--- src/rtl/vga_mode_ctrl.sv ---
// Pattern-mode controller for the VGA test-pattern generator: debounced push-button
// with short/long press detection, auto-advance timer and frame-aligned mode stepping.
module vga_mode_ctrl #(
    parameter int unsigned NUM_MODES       = 14,
    parameter int unsigned DEBOUNCE_CYCLES = 90000,
    parameter int unsigned LONG_CYCLES     = 65000000,
    parameter int unsigned AUTO_CYCLES     = 120000000,
    parameter bit          AUTO_DEFAULT    = 1'b1
) (
    input  logic       vga_clk,
    input  logic       rstn,
    input  logic       key_n,
    input  logic       frame_start,
    output logic [3:0] dis_mode,
    output logic       auto_en,
    output logic       led,
    output logic       mode_changed
);

    localparam int unsigned DB_W   = (DEBOUNCE_CYCLES > 1) ? $clog2(DEBOUNCE_CYCLES) : 1;
    localparam int unsigned HOLD_W = (LONG_CYCLES > 1) ? $clog2(LONG_CYCLES) : 1;
    localparam int unsigned AUTO_W = (AUTO_CYCLES > 1) ? $clog2(AUTO_CYCLES) : 1;

    localparam logic [DB_W-1:0]   DB_LAST   = DB_W'(DEBOUNCE_CYCLES - 1);
    localparam logic [HOLD_W-1:0] HOLD_LAST = HOLD_W'(LONG_CYCLES - 1);
    localparam logic [AUTO_W-1:0] AUTO_LAST = AUTO_W'(AUTO_CYCLES - 1);
    localparam logic [3:0]        MODE_LAST = 4'(NUM_MODES - 1);

    localparam logic [1:0] S_IDLE      = 2'd0;
    localparam logic [1:0] S_PRESSED   = 2'd1;
    localparam logic [1:0] S_LONG_HELD = 2'd2;

    logic              key_s1;
    logic              key_s2;
    logic              key_db;
    logic [DB_W-1:0]   db_cnt;
    logic              db_flip_c;
    logic              press_c;
    logic              release_c;

    logic [1:0]        state;
    logic [1:0]        state_nxt;
    logic [HOLD_W-1:0] hold_cnt;
    logic [HOLD_W-1:0] hold_nxt;
    logic              man_req_c;
    logic              toggle_c;

    logic [AUTO_W-1:0] auto_cnt;
    logic              auto_req_c;
    logic              advance_c;
    logic              apply_c;
    logic              pending;

    // Two-flop synchronizer; idles at the released level
    always_ff @(posedge vga_clk or negedge rstn) begin
        if (!rstn) begin
            key_s1 <= 1'b1;
            key_s2 <= 1'b1;
        end else begin
            key_s1 <= key_n;
            key_s2 <= key_s1;
        end
    end

    // Debounce: a level change is accepted after DEBOUNCE_CYCLES consecutive differing samples
    assign db_flip_c = (key_s2 != key_db) && (db_cnt == DB_LAST);
    assign press_c   = db_flip_c & key_db;
    assign release_c = db_flip_c & ~key_db;

    always_ff @(posedge vga_clk or negedge rstn) begin
        if (!rstn) begin
            key_db <= 1'b1;
            db_cnt <= '0;
        end else if (key_s2 == key_db) begin
            db_cnt <= '0;
        end else if (db_flip_c) begin
            key_db <= ~key_db;
            db_cnt <= '0;
        end else begin
            db_cnt <= db_cnt + DB_W'(1);
        end
    end

    // Press FSM state register
    always_ff @(posedge vga_clk or negedge rstn) begin
        if (!rstn) begin
            state    <= S_IDLE;
            hold_cnt <= '0;
        end else begin
            state    <= state_nxt;
            hold_cnt <= hold_nxt;
        end
    end

    // Press FSM next-state; a long hold takes priority over a release in the same cycle
    always_comb begin
        state_nxt = state;
        hold_nxt  = hold_cnt;
        man_req_c = 1'b0;
        toggle_c  = 1'b0;
        case (state)
            S_IDLE: begin
                if (press_c) begin
                    state_nxt = S_PRESSED;
                    hold_nxt  = '0;
                end
            end
            S_PRESSED: begin
                hold_nxt = hold_cnt + HOLD_W'(1);
                if (hold_cnt == HOLD_LAST) begin
                    toggle_c  = 1'b1;
                    state_nxt = S_LONG_HELD;
                end else if (release_c) begin
                    man_req_c = 1'b1;
                    state_nxt = S_IDLE;
                end
            end
            S_LONG_HELD: begin
                if (key_db) begin
                    state_nxt = S_IDLE;
                end
            end
            default: begin
                state_nxt = S_IDLE;
            end
        endcase
    end

    // Auto-advance timer; any manual step or toggle restarts a full period
    assign auto_req_c = auto_en && (auto_cnt == AUTO_LAST);

    always_ff @(posedge vga_clk or negedge rstn) begin
        if (!rstn) begin
            auto_en  <= AUTO_DEFAULT;
            auto_cnt <= '0;
        end else begin
            if (toggle_c) begin
                auto_en <= ~auto_en;
            end
            if (!auto_en || toggle_c || man_req_c || auto_req_c) begin
                auto_cnt <= '0;
            end else begin
                auto_cnt <= auto_cnt + AUTO_W'(1);
            end
        end
    end

    assign led = auto_en;

    // Requests coalesce in pending and are applied only on a frame_start cycle
    assign advance_c = man_req_c | auto_req_c;
    assign apply_c   = frame_start & (pending | advance_c);

    always_ff @(posedge vga_clk or negedge rstn) begin
        if (!rstn) begin
            dis_mode     <= 4'd0;
            pending      <= 1'b0;
            mode_changed <= 1'b0;
        end else begin
            mode_changed <= apply_c;
            if (apply_c) begin
                dis_mode <= (dis_mode >= MODE_LAST) ? 4'd0 : dis_mode + 4'd1;
                pending  <= 1'b0;
            end else if (advance_c) begin
                pending <= 1'b1;
            end
        end
    end

endmodule
--- config.mk ---
export PLATFORM = sky130hd
export DESIGN_NAME = vga_mode_ctrl
export DESIGN_NICKNAME = d
export VERILOG_FILES = /design/src/rtl/vga_mode_ctrl.sv
export SDC_FILE = /design/constraint.sdc
export NUM_CORES = 1
export LEC_CHECK = 0
export ABC_AREA = 1
export CAP_MARGIN = 20
export CORE_MARGIN = 2
export CORE_UTILIZATION = 40
export CTS_BUF_LIST = sky130_fd_sc_hd__clkbuf_8
export DETAILED_ROUTE_END_ITERATION = 8
export PLACE_DENSITY = 0.61
export SLEW_MARGIN = 0
export SYNTH_ARGS = -nofsm -noshare
export SYNTH_HDL_FRONTEND = slang
export SYNTH_SLANG_ARGS = --single-unit
--- constraint.sdc ---
create_clock -name vga_clk -period 1.6 [get_ports vga_clk]
set_input_delay 0.32 -clock vga_clk [delete_from_list [all_inputs] [get_ports vga_clk]]
set_output_delay 0.32 -clock vga_clk [all_outputs]
set_load 0.05 [all_outputs]
### After elaboration in Yosys (flattened, before gate mapping)

Index checks and enable logic that the tools add are counted.
Widths: inputs -> output; s select.

| storage, ports and cells | value |
|---|---|
| register bits | 82 |
| bits in latches | 0 |
| RAM bits | 0 |
| memory bits (read-only) | 0 |
| bits of input ports | 4 |
| word-level logic and storage cells | 64 |
| memories | 0 |

| cells by class | value |
|---|---|
| add/subtract/negate cells | 4 |
| multipliers | 0 |
| divide/modulo/power cells | 0 |
| magnitude comparators | 1 |
| eq/ne operators | 10 |
| shifts and indexed selects | 0 |
| multiplexer cells | 18 |
| bitwise operators | 8 |
| reduce and logical (&&, ||, !) cells | 12 |

Operators by type and width:

| cell | count |
|---|---|
| $pmux 26 s2 | 1 |
| $mux 17 | 2 |
| $add 27x1->27 const B | 1 |
| $eq 27x27->1 const B | 1 |
| $mux 27 | 1 |
| $add 26x1->26 const B | 1 |
| $eq 26x26->1 const B | 1 |
| $mux 26 | 1 |
| $add 17x1->17 const B | 1 |
| $eq 17x17->1 const B | 1 |
| $mux 2 | 4 |
| $mux 1 | 7 |
| $pmux 2 s3 | 1 |
| $add 4x1->4 const B | 1 |
| $ge 4x4->1 const B | 1 |
| $mux 4 | 1 |
| $ne 2x2->1 const B | 2 |
| $reduce_and 2->1 | 2 |
| $reduce_bool 2->1 | 2 |
| $and 1x1->1 | 3 |
| $logic_or 1x1->1 | 3 |
| $ne 3x3->1 const B | 1 |
| $not 1->1 | 3 |
| $reduce_and 3->1 | 1 |
| 8 further kinds | 10 |

### Logic depth before layout (Yosys ltp)

| depth | value |
|---|---|
| depth after elaboration | 10 |
| gate-level depth with buffers | 11 |
| mapped depth without buffers | 11 |

### Worst setup path before layout

OpenSTA, ideal clock, no wires.

| timing path | value |
|---|---|
| kind | register to register |
| start point | register auto_en |
| end point | register auto_cnt[15] |
| setup time | 0.120 ns |
| arrival time | 1.578 ns |
| required time | 1.480 ns |
| slack | -0.098 ns |
| stages on the path, launching flop included | 7 |
| buffers on the path | 1 |
| clock period less this slack | 1.698 ns |
| cell sequence | dfstp_2 nand3_1 nor3_1 nand4_1 nand4_4 buf_6 nor2_1 |

| between the ends | value |
|---|---|
| word-level cells in the longest chain between the ends | 5 |
| elaborated cells on any way between the ends | 6 |
| classes of those cells | 1 x mux; 5 x reduce/logical |

Ends and longest elaborated chain:

| item | RTL line | text |
|---|---|---|
| start, declared | 15 | `output logic auto_en,` |
| start signal, assigned | 138 | `auto_en <= ~auto_en;` |
| $logic_not 1->1 | 140 | `if (!auto_en \|\| toggle_c \|\| man_req_c \|\| auto_req_c) begin` |
| $logic_or 1x1->1 (2 in series) | 140 |  |
| $logic_or 1x1->1 * | 140 |  |
| $mux 27 * | 140 |  |
| end signal, assigned | 143 | `auto_cnt <= auto_cnt + AUTO_W'(1);` |
| end, declared | 48 | `logic [AUTO_W-1:0] auto_cnt;` |

Every way passes the cells marked *; elsewhere a longest branch is shown, timed or not.
A chain may end at the register's enable or synchronous reset.

### Worst setup path in the final report

| timing path | value |
|---|---|
| start point | register auto_cnt[0] |
| end point | register auto_cnt[24] |

| between the ends | value |
|---|---|
| word-level cells in the longest chain between the ends | 4 |
| elaborated cells on any way between the ends | 5 |
| classes of those cells | 1 x add/sub; 1 x eq/ne; 1 x mux; 2 x reduce/logical |

Ends and longest elaborated chain:

| item | RTL line |
|---|---|
| branches (longest 3 deep; another with $add 27x1->27) | n/a |
| $mux 27 * | 140 |

Every way passes the cells marked *.

==> summary.md <==
| Metric | Value |
|---|---|
| Status | finished with violations |
| Failing checks | setup timing |
| Pre-CTS setup slack | -164 ps |
| Worst-margin pin slew | 619 ps |
| Hold Slack | 354 ps |
| Sequential group share of total power | 0.552 |
| Tmin final | 1700 ps |
| Setup Crit Path Kind | reg -> reg |
| Met3 wire len | 425 µm |
| Leakage | 2.75 nW |
| Row count | 39 |
| Multi-input gate area | 2770 µm² |
| Final instance area | 6470 µm² |
| Initial antenna violation count | 0 |
| Full die area | 12400 µm² |
| Max cap viols | 0 |
| CTS buffer count | 9 |
| Number of nets with antenna violations after routing | 0 |
| Post-Syn Nets | 601 |
| PD cells | 585 nW/µm² |
| Syn. warnings | 0 |
| Max transition margin | 0.587 |
| Critical Path Slowest Stage Cell | dfrtp_1 |
| CP max FO | 3 |
| Final setup fails | 49 |
| CTS Buffer Depth | 2 |
| Clk network pwr share | 0.420 |
| Largest net degree at the start of global routing | 33 |
| Starting Density | 0.408 |
| Clock slew at reported path FFs | 90 ps |
| Placed Area | 5550 µm² |
| Setup TNS | -3470 ps |
| Post-synth EDFFs | 0 |
| GRT overflow | 0 |
| R2R cell count | 10 |
| Met1 Routed Length | 5.22 mm |
| HPWL after detailed placement | 8.33 mm |
| Worst setup path startpoint | auto_cnt[0] |
| Crit path top cell by count | nand2_2 |
| Layout Nets | 718 |
| Die W | 111 µm |
| CTS tree | yes |
| Total power | 3.79 mW |
| Top FF cell, synth | dfrtp_1 |
| Hold WC Path Type | in -> reg |
| WL per Instance | 14.1 µm |
| Crit-path max cell delay | 370 ps |
| Combinational Power Share | 0.028 |
| VDD IR max | 0.000456 V |
| Max H-tree Level | 3 |
| Startpoint Class | flop |
| Cells after Synth | 591 |
| Critical-path cell list | ha_2, buf_4, nand3_4, nor2_4, nand2_2, nor3_4, nand2_2, nor2_2, xnor2_1, nor2_1 |
| Synth unique cells | 40 |
| Flops & latches, synth | 82 |
| Final std cells w/o fill | 856 |
| Final hold vios | 0 |
| Clock Latency Late Sink | 380 ps |
| Placed insts | 817 |
| Final setup margin | -101 ps |
| Pre-Repair DR Iteration Count | 5 |
| Finished Core Util | 0.572 |
| Vias per cell | 5.09 |
| Max-slew violations | 0 |
| Placer Congestion | 0.915 |
| CTS Sinks | 82 |
| Met2 wire length | 6.15 mm |
| FMAX | 588 MHz |
| Mapped Area | 4610 µm² |
| Crit path buf inv count | 1 |
| Required @ worst endpoint | 1880 ps |
| IO buf count | 10 |
| First-pass GRT wire length | 19.7 mm |
| Reg-to-Reg End | auto_cnt[24] |
| I/O Pins | 11 |
| FILL cells | 1012 |
| # DRC | 0 |
| Crit share post-route | 1.06 |
| Final Skew | 14.0 ps |
| Layout Area Growth over Synthesis | 40.3% |
| CP endpoint kind | flop |
| Switch Pwr | 0.903 mW |
| Via count | 4361 |
| Syn Area/Cell | 7.81 µm² |
| Core Footprint | 11300 µm² |
| Sw Share | 0.238 |
| Worst r2r src | auto_cnt[0] |
| Async S/R FF share, synth | 1.00 |
| Vias in the first global route | 4352 |
| Gr usage total | 0.195 |
| Register area | 2070 µm² |
| Share of cells above drive strength 1 | 0.355 |
| Root buf cell | clkbuf_8 |
| Sequential share of the synthesized area | 0.446 |
| R2R setup slack | -100 ps |
| Hold Path End | key_s1 |
| Total wire length | 12.1 mm |
| 1st-iter DRT viols | 233 |
| Top delay family on crit path | simple AND/OR/NAND/NOR gates |
| Hold Path Stages | 1 |
| Data arrival, critical path | 1980 ps |
| HP Start | key_n |
| RSZ-0062 raised after global routing | yes |
| Internal power | 2.88 mW |
| Height of the die | 111 µm |
| N_diodes | 0 |
| Top sig layer | met4 |
-- synth_stat cells (5+ instances only) --
cell type | n | area (µm²)
nor2_2 | 12 | 75.1
nor3_1 | 21 | 105
dfrtp_1 | 78 | 1950
ha_1 | 6 | 75.1
a21oi_1 | 12 | 60.1
inv_2 | 5 | 18.8
nor2_1 | 100 | 375
xnor2_1 | 10 | 87.6
nand4_1 | 20 | 125
nand3_1 | 54 | 270
o21ai_0 | 16 | 80.1
nor4_1 | 5 | 31.3
nor3_2 | 5 | 50.1
nand2_1 | 115 | 432
inv_1 | 64 | 240
nand2_2 | 7 | 43.8
xor2_1 | 24 | 210
-- layer usage --
| layer | global-route usage | vias to the layer above |
|---|---|---|
| met5 | 0 | - |
| met4 | 0.0947 | 0 |
| met3 | 0.0289 | 26 |
| met2 | 0.329 | 91 |
| met1 | 0.248 | 2092 |
| li1 | - | 2152 |
-- worst max path at each step --
stage	endpoint	slack, ps	cells past startpoint
2_1_floorplan	auto_cnt[15]	-40	10
3_3_place_gp	dis_mode[0]	-110	10
3_5_place_dp	dis_mode[1]	-160	10
4_1_cts	dis_mode[1]	-60	10
5_1_grt	db_cnt[16]	-210	10
6_report	auto_cnt[24]	-100	10
-- power groups by stage --
stage	logic, mW	registers [mW]	clock network (mW)
finish	0.107	2.09	1.59
floorplan	0.0188	2.13	0
CTS	0.100	2.09	1.62
detailed placement	0.0969	2.13	0
global placement	0.0932	2.13	0
global route	0.124	2.09	1.72
-- cell type report --
type / count / area share
timing repair buffer: 111 / 0.154
clock buffer: 10 / 0.0213
inverter: 69 / 0.0400
multi-input combinational: 435 / 0.428
clock inverter: 6 / 0.0102
sequential: 82 / 0.319
tap: 143 / 0.0276
-- flip-flops by register name, summed over array words and instances, names as in the netlist --
register      flops
state             2
dis_mode          4
key_s2            1
db_cnt           17
key_s1            1
auto_en           1
mode_changed      1
auto_cnt         27
key_db            1
pending           1
hold_cnt         26
-- cell families (layout without fill, tap and decap cells) --
kind of cell	count (synthesis)	after routing	share of synthesized area
flops	82	82	0.446
xor+xnor	34	34	0.0645
simple gates	352	354	0.353
buf+inv	76	196	0.0675
compound gates	40	40	0.0504
mux	1	1	0.00217
fa+ha+maj	6	6	0.0163
-- what timing repair did --
action | CTS | global route
hold buffers | 1 | 0
resized for setup | 37 | 99
setup endpoints to repair | 62 | 76
buffers inserted | 12 | 8
endpoints found under the hold margin | 17 | 0
cloned | 0 | 2
pin swaps | 9 | 31
-- cells in the final DEF, fill, tap and decap left out, drive strengths merged, types with 3 or more instances in the layout --
cell type and count:
clkbuf 10, nor4 5, nor3 26, xor2 24, buf 108, dfstp 4, inv 71, xnor2 10
nand4 21, a21oi 12, ha 6, nand3 57, dfrtp 78, nand2 125, o31ai 3, nor2 113
o21ai 17
Power figures use the tool's default switching activity.
